## config.mk

```make
export PLATFORM = sky130hd
export DESIGN_NAME = fma_seq_ctrl
export DESIGN_NICKNAME = d
export VERILOG_FILES = /design/src/rtl/fma_pkg.sv /design/src/rtl/fma_operand_gate.sv /design/src/rtl/fma_seq_ctrl.sv
export SDC_FILE = /design/constraint.sdc
export NUM_CORES = 1
export LEC_CHECK = 0
export ABC_CLOCK_PERIOD_IN_PS = 3350
export BUFFER_PORTS_ARGS = -buffer_cell sky130_fd_sc_hd__buf_4
export CORE_AREA = 2 2 155 157
export CTS_CLUSTER_DIAMETER = 200
export CTS_CLUSTER_SIZE = 16
export DETAILED_ROUTE_END_ITERATION = 8
export DIE_AREA = 0 0 157 159
export PLACE_DENSITY_LB_ADDON = 0.12
export SYNTH_ARGS = -nofsm -noshare
export SYNTH_HDL_FRONTEND = slang
export SYNTH_SLANG_ARGS = --single-unit
```

## constraint.sdc

```tcl
create_clock -name clk -period 3.35 [get_ports clk]
set_input_delay 0.67 -clock clk [delete_from_list [all_inputs] [get_ports clk]]
set_output_delay 0.67 -clock clk [all_outputs]
set_load 0.01 [all_outputs]
```

## src/rtl/fma_pkg.sv

```systemverilog
// ---------------------------------------------------------------------------
// fma_pkg
// Shared definitions for the fma sequencer and the fma datapath it drives.
//   - state_t      : sequencer states (IDLE, LOAD, ACCUM, DRAIN, DONE)
//   - DEFAULT_*    : default widths shared with the fma
//   - *_vec_t      : packed lane vectors at the default widths
// ---------------------------------------------------------------------------
package fma_pkg;

   localparam int DEFAULT_DATA_WIDTH   = 8;
   localparam int DEFAULT_WEIGHT_WIDTH = 8;
   localparam int DEFAULT_VECTOR_WIDTH = 4;
   localparam int DEFAULT_OUTPUT_WIDTH = 16;
   localparam int DEFAULT_MAX_LEN      = 256;

   typedef enum logic [2:0] {
      IDLE,
      LOAD,
      ACCUM,
      DRAIN,
      DONE
   } state_t;

   typedef logic [DEFAULT_VECTOR_WIDTH*DEFAULT_DATA_WIDTH-1:0]   val_vec_t;
   typedef logic [DEFAULT_VECTOR_WIDTH*DEFAULT_WEIGHT_WIDTH-1:0] weight_vec_t;
   typedef logic [DEFAULT_VECTOR_WIDTH*DEFAULT_OUTPUT_WIDTH-1:0] sum_vec_t;

endpackage

```

## src/rtl/fma_operand_gate.sv

```systemverilog
// ---------------------------------------------------------------------------
// fma_operand_gate
// Per-lane weight zero-gate. When no beat is accepted, every lane's weight is
// forced to zero so the fma product is 0 and the accumulator holds.
// Ports:
//   accept : beat accepted this cycle
//   weight : incoming weight vector (VECTOR_WIDTH lanes of WEIGHT_WIDTH)
//   gated  : weight when accept, else all zeros
// ---------------------------------------------------------------------------
module fma_operand_gate
   import fma_pkg::*;
#(
   parameter int WEIGHT_WIDTH = DEFAULT_WEIGHT_WIDTH,
   parameter int VECTOR_WIDTH = DEFAULT_VECTOR_WIDTH
) (
   input  logic                                 accept,
   input  logic [VECTOR_WIDTH*WEIGHT_WIDTH-1:0] weight,
   output logic [VECTOR_WIDTH*WEIGHT_WIDTH-1:0] gated
);

   for (genvar lane = 0; lane < VECTOR_WIDTH; lane++) begin : g_lane
      assign gated[lane*WEIGHT_WIDTH +: WEIGHT_WIDTH] =
         accept ? weight[lane*WEIGHT_WIDTH +: WEIGHT_WIDTH] : '0;
   end

endmodule

```

## src/rtl/fma_seq_ctrl.sv

```systemverilog
// ---------------------------------------------------------------------------
// fma_seq_ctrl
// Sequencer for the vectorized fma pipeline (product stage, then accumulate
// stage). Accepts a job (length K, per-lane bias), streams K val/weight beats
// into the fma, then presents the finished sum vector on a valid/ready port.
//
// Ports:
//   clk, rst            : clock, synchronous active-high reset
//   start_*             : job request handshake, length and per-lane bias
//   in_*                : operand beat handshake, val and weight vectors
//   out_*               : result handshake and sum vector (= fma_sum)
//   busy                : sequencer not idle
//   fma_rstn            : fma reset (= ~rst)
//   fma_mode            : 0 = load bias, 1 = accumulate
//   fma_val/fma_weight  : operands to the fma (weight zeroed when no accept)
//   fma_bias            : registered job bias
//   fma_sum             : fma accumulator output
//   stall_count         : only with FMA_SEQ_PERF_EN defined; input-starved
//                         LOAD/ACCUM cycles of the current job, saturating
//
// Build option: define FMA_SEQ_PERF_EN to add the stall_count output.
// ---------------------------------------------------------------------------
module fma_seq_ctrl
   import fma_pkg::*;
#(
   parameter int DATA_WIDTH   = DEFAULT_DATA_WIDTH,
   parameter int WEIGHT_WIDTH = DEFAULT_WEIGHT_WIDTH,
   parameter int VECTOR_WIDTH = DEFAULT_VECTOR_WIDTH,
   parameter int OUTPUT_WIDTH = DEFAULT_OUTPUT_WIDTH,
   parameter int MAX_LEN      = DEFAULT_MAX_LEN,
   parameter int LEN_WIDTH    = $clog2(MAX_LEN + 1)
) (
   input  logic                                 clk,
   input  logic                                 rst,
   input  logic                                 start_valid,
   output logic                                 start_ready,
   input  logic [LEN_WIDTH-1:0]                 start_len,
   input  logic [VECTOR_WIDTH*OUTPUT_WIDTH-1:0] start_bias,
   input  logic                                 in_valid,
   output logic                                 in_ready,
   input  logic [VECTOR_WIDTH*DATA_WIDTH-1:0]   in_val,
   input  logic [VECTOR_WIDTH*WEIGHT_WIDTH-1:0] in_weight,
   output logic                                 out_valid,
   input  logic                                 out_ready,
   output logic [VECTOR_WIDTH*OUTPUT_WIDTH-1:0] out_data,
   output logic                                 busy,
   output logic                                 fma_rstn,
   output logic                                 fma_mode,
   output logic [VECTOR_WIDTH*DATA_WIDTH-1:0]   fma_val,
   output logic [VECTOR_WIDTH*WEIGHT_WIDTH-1:0] fma_weight,
   output logic [VECTOR_WIDTH*OUTPUT_WIDTH-1:0] fma_bias,
   input  logic [VECTOR_WIDTH*OUTPUT_WIDTH-1:0] fma_sum
`ifdef FMA_SEQ_PERF_EN
   ,
   output logic [15:0]                          stall_count
`endif
);

   state_t                              state;
   state_t                              state_next;
   logic [LEN_WIDTH-1:0]                count;
   logic [LEN_WIDTH-1:0]                count_next;
   logic [LEN_WIDTH-1:0]                len_q;
   logic [LEN_WIDTH-1:0]                len_clamped;
   logic [VECTOR_WIDTH*OUTPUT_WIDTH-1:0] bias_q;
   logic                                start_fire;
   logic                                in_fire;

   // Handshake readies depend only on registered state, which keeps the
   // accept signals free of combinational loops through the next-state logic.
   assign start_ready = (state == IDLE);
   assign in_ready    = ((state == LOAD) || (state == ACCUM)) && (count < len_q);
   assign start_fire  = start_valid && start_ready;
   assign in_fire     = in_valid && in_ready;

   // Oversized requests run as a MAX_LEN job rather than overrunning the counter.
   assign len_clamped = (start_len > LEN_WIDTH'(MAX_LEN)) ? LEN_WIDTH'(MAX_LEN) : start_len;

   // Beat count including this cycle's accept; the FSM decides on it so the
   // last accept moves straight into DRAIN on the following cycle.
   assign count_next = in_fire ? count + LEN_WIDTH'(1) : count;

   assign fma_rstn = ~rst;
   assign fma_val  = in_val;
   assign fma_bias = bias_q;
   assign out_data = fma_sum;

   fma_operand_gate #(
      .WEIGHT_WIDTH (WEIGHT_WIDTH),
      .VECTOR_WIDTH (VECTOR_WIDTH)
   ) u_gate (
      .accept (in_fire),
      .weight (in_weight),
      .gated  (fma_weight)
   );

   // State register
   always_ff @(posedge clk) begin
      if (rst) begin
         state <= IDLE;
      end else begin
         state <= state_next;
      end
   end

   // Next state and state-decoded outputs. LOAD is the only cycle that loads
   // the bias; every other state accumulates, relying on the zero-gated
   // weight to hold the sum when nothing is accepted.
   always_comb begin
      state_next = state;
      fma_mode   = 1'b1;
      out_valid  = 1'b0;
      busy       = (state != IDLE);
      unique case (state)
         IDLE: begin
            if (start_fire) state_next = LOAD;
         end
         LOAD: begin
            fma_mode   = 1'b0;
            state_next = (count_next == len_q) ? DRAIN : ACCUM;
         end
         ACCUM: begin
            if (count_next == len_q) state_next = DRAIN;
         end
         DRAIN: begin
            state_next = DONE;
         end
         DONE: begin
            out_valid = 1'b1;
            if (out_ready) state_next = IDLE;
         end
         default: state_next = IDLE;
      endcase
   end

   // Job descriptor and beat counter
   always_ff @(posedge clk) begin
      if (rst) begin
         count  <= '0;
         len_q  <= '0;
         bias_q <= '0;
      end else if (start_fire) begin
         count  <= '0;
         len_q  <= len_clamped;
         bias_q <= start_bias;
      end else begin
         count <= count_next;
      end
   end

`ifdef FMA_SEQ_PERF_EN
   // Input-starved cycles: the sequencer could take a beat but none offered.
   always_ff @(posedge clk) begin
      if (rst) begin
         stall_count <= '0;
      end else if (start_fire) begin
         stall_count <= '0;
      end else if (in_ready && !in_valid && (stall_count != 16'hFFFF)) begin
         stall_count <= stall_count + 16'd1;
      end
   end
`endif

endmodule
```

==> run summary <==
Cts repair resizes = 0
Syn Area/Cell = 7.89 um^2
CP Launch Type = register
Period utilization = 0.939
Final setup viols = 0
Layout cells sized above 1 = 0.358
Syn Nets = 794
Global Route Usage Sum = 0.109
Clock buffer depth = 2
Routed WL per cell = 14.2 um
Clock slew at reported path FFs = 0.06 ns
Yosys cell types = 42
Drt pass-1 iters = 4
Power Dens Cells = 655 nW/um^2
Num CTS Buffers = 9
Post-Syn Instances = 579
Gr ovfl total = 0
Post-CTS Setup Inserts = 0
Outcome = finished clean
Post-route DRC = 0
Leakage power = 2.63 nW
CP Class = reg -> out
Slew Viols, Final = 0
Max_slew headroom = 0.428
Most used DFF post-synth = dfxtp_1
Vias in the first global route = 3884
Final WL = 14.3 mm
Number of vias per cell = 3.98
Number of diodes = 0
Row cnt = 56
Core Util, Final = 0.264
Worst-path maximum fanout = 32
CP Capture Type = primary output
Die H = 159 um
Clock period minus worst slack = 3.15 ns
WHS = 0.455 ns
Final GP Congestion = 0.799
Via count = 4001
Maxcap violations = 0
Clk_lat worst skew = 0.34 ns
Ys Warns = 0
Slew @ Worst Pin = 0.859 ns
Hold path start = fma_bias[16]
Worst setup startpoint = len_q[8]
Post-route cell area = 6130 um^2
FF-to-FF Start = len_q[8]
Die ar. = 25000 um^2
H-Tree Depth = 3
CP required = 2.68 ns
CTS tree = done
Clock root cell = clkbuf_16
Final Hold Fails = 0
Sum Neg Setup Slack = 0 ns
Die Span X = 157 um
Initial antenna violation count = 0
Worst VDD drop = 0.204 mV
Port bufs = 211
FF+latch count, synth = 85
First-pass GRT wire length = 21.3 mm
Dpl hpwl = 10.9 mm
Fin nets = 898
Number of synthesized flops with an enable pin = 0
CTS Sinks = 85
Post-DP Area = 5790 um^2
Hold Buf Count CTS = 0
Core area = 23200 um^2
Post-Syn Area = 4570 um^2
Synthesis-to-layout area growth = 34.1%
Largest net degree at the start of global routing = 77
Unrepaired setup endpoints after global routing = no
Fmax = 318 MHz
Initial Util = 0.197
Clk_skew = 0.00467 ns
Register area share after synthesis = 0.372
Hold WC Path Type = reg -> reg
Async S/R FF share, synth = 0
Post-DRT Antenna Nets = 0
Initial DRC Count = 133
CP arrival = 2.48 ns
Dpl cells = 990
Finished Layout Cells = 1006
# IOs = 404
-- metrics by stage --
step           total power [mW]  worst slack, ns
2_1_floorplan              2.29            0.576
3_3_place_gp               2.90            0.559
3_5_place_dp               2.91            0.497
4_1_cts                    4.11            0.113
5_1_grt                    4.29           0.0651
6_report                   4.02            0.205
-- power breakdown --
part | total [mW] | internal [mW] | switching [mW]
sequential | 1.31 | 1.19 | 0.123
clock | 1.16 | 0.726 | 0.431
combinational | 1.54 | 0.685 | 0.858
-- critical path, stage by stage (launching register included) --
cell and delay (ns):
dfxtp_1 0.37, inv_1 0.10, ha_1 0.34, a211oi_4 0.31, o211ai_4 0.19, a211oi_4 0.25, buf_4 0.28, and2_1 0.17
buf_4 0.12
-- kinds of logic (layout without fill, tap and decap cells) --
kind of cell               Yosys count  after routing  synth area share
AOI/OAI and AO/OA                  102            102             0.149
xor gates and xnor gates            18             18            0.0361
adders and majority gates            9              9            0.0246
buffers and inverters              138            246             0.193
DFF                                 85             85             0.372
muxes                                1              1           0.00219
and+or+nand+nor                    226            226             0.223
-- cell usage in the layout, fill, tap and decap left out, types with 2 or more instances in the layout --
cell type / count
bufinv_16: 3
dfxtp_1: 85
nor3_1: 3
nand2_1: 148
nor3b_1: 2
o2111ai_1: 2
xnor2_1: 10
and2_1: 33
inv_1: 12
xor2_1: 7
o21ai_0: 4
nand2b_1: 2
a2111oi_4: 3
nand3_1: 5
nand3b_1: 9
o22ai_1: 2
buf_4: 218
nor2_1: 12
clkbuf_16: 9
a21oi_1: 77
nand4_1: 4
a211oi_4: 2
ha_1: 9
-- worst paths after layout --
kind         slack, ns        endpoint  depth (start not counted)
min reg2reg       0.45    fma_bias[16]                          2
max reg2reg       0.70        state[0]                         10
min               0.45    fma_bias[16]                          2
max               0.20  fma_weight[12]                          8
-- flip-flops by register name, indices dropped and copies added, names as in the netlist --
register and count:
state 3, fma_bias 64, count 9, len_q 9
-- cell type report --
| type | instances | area, um^2 |
|---|---|---|
| clock buffer | 9 | 225 |
| inverter | 12 | 45.0 |
| clock inverter | 6 | 111 |
| timing repair buffer | 219 | 1660 |
| tap | 319 | 399 |
| sequential | 85 | 1700 |
| multi-input combinational | 356 | 1990 |
| fill | 2513 | 17100 |
-- synth_stat cells (2+ instances only) --
library cell,instances,area (um^2)
inv_1,12,45.0
clkbuf_1,29,109
nand3b_1,9,67.6
xor2_1,7,61.3
buf_4,97,728
nor2_1,12,45.0
xnor2_1,10,87.6
nand2_1,149,559
o22ai_1,2,12.5
nor3b_1,2,15.0
a211oi_4,2,40.0
a21oi_1,77,385
nor3_1,3,15.0
and2_1,34,213
o21ai_0,4,20.0
o2111ai_1,2,17.5
nand4_1,4,25.0
ha_1,9,113
nand2b_1,2,12.5
dfxtp_1,85,1700
a2111oi_4,3,82.6
nand3_1,5,25.0
-- layer usage --
metal / share of wire / GRT usage / routed length, um
met1: 0.38 / 0.119 / 5410
met2: 0.50 / 0.190 / 7100
met3: 0.10 / 0.0435 / 1490
met4: 0.019 / 0.0405 / 267
met5: 0 / 0 / 0
(Power assumes the default switching activity.)
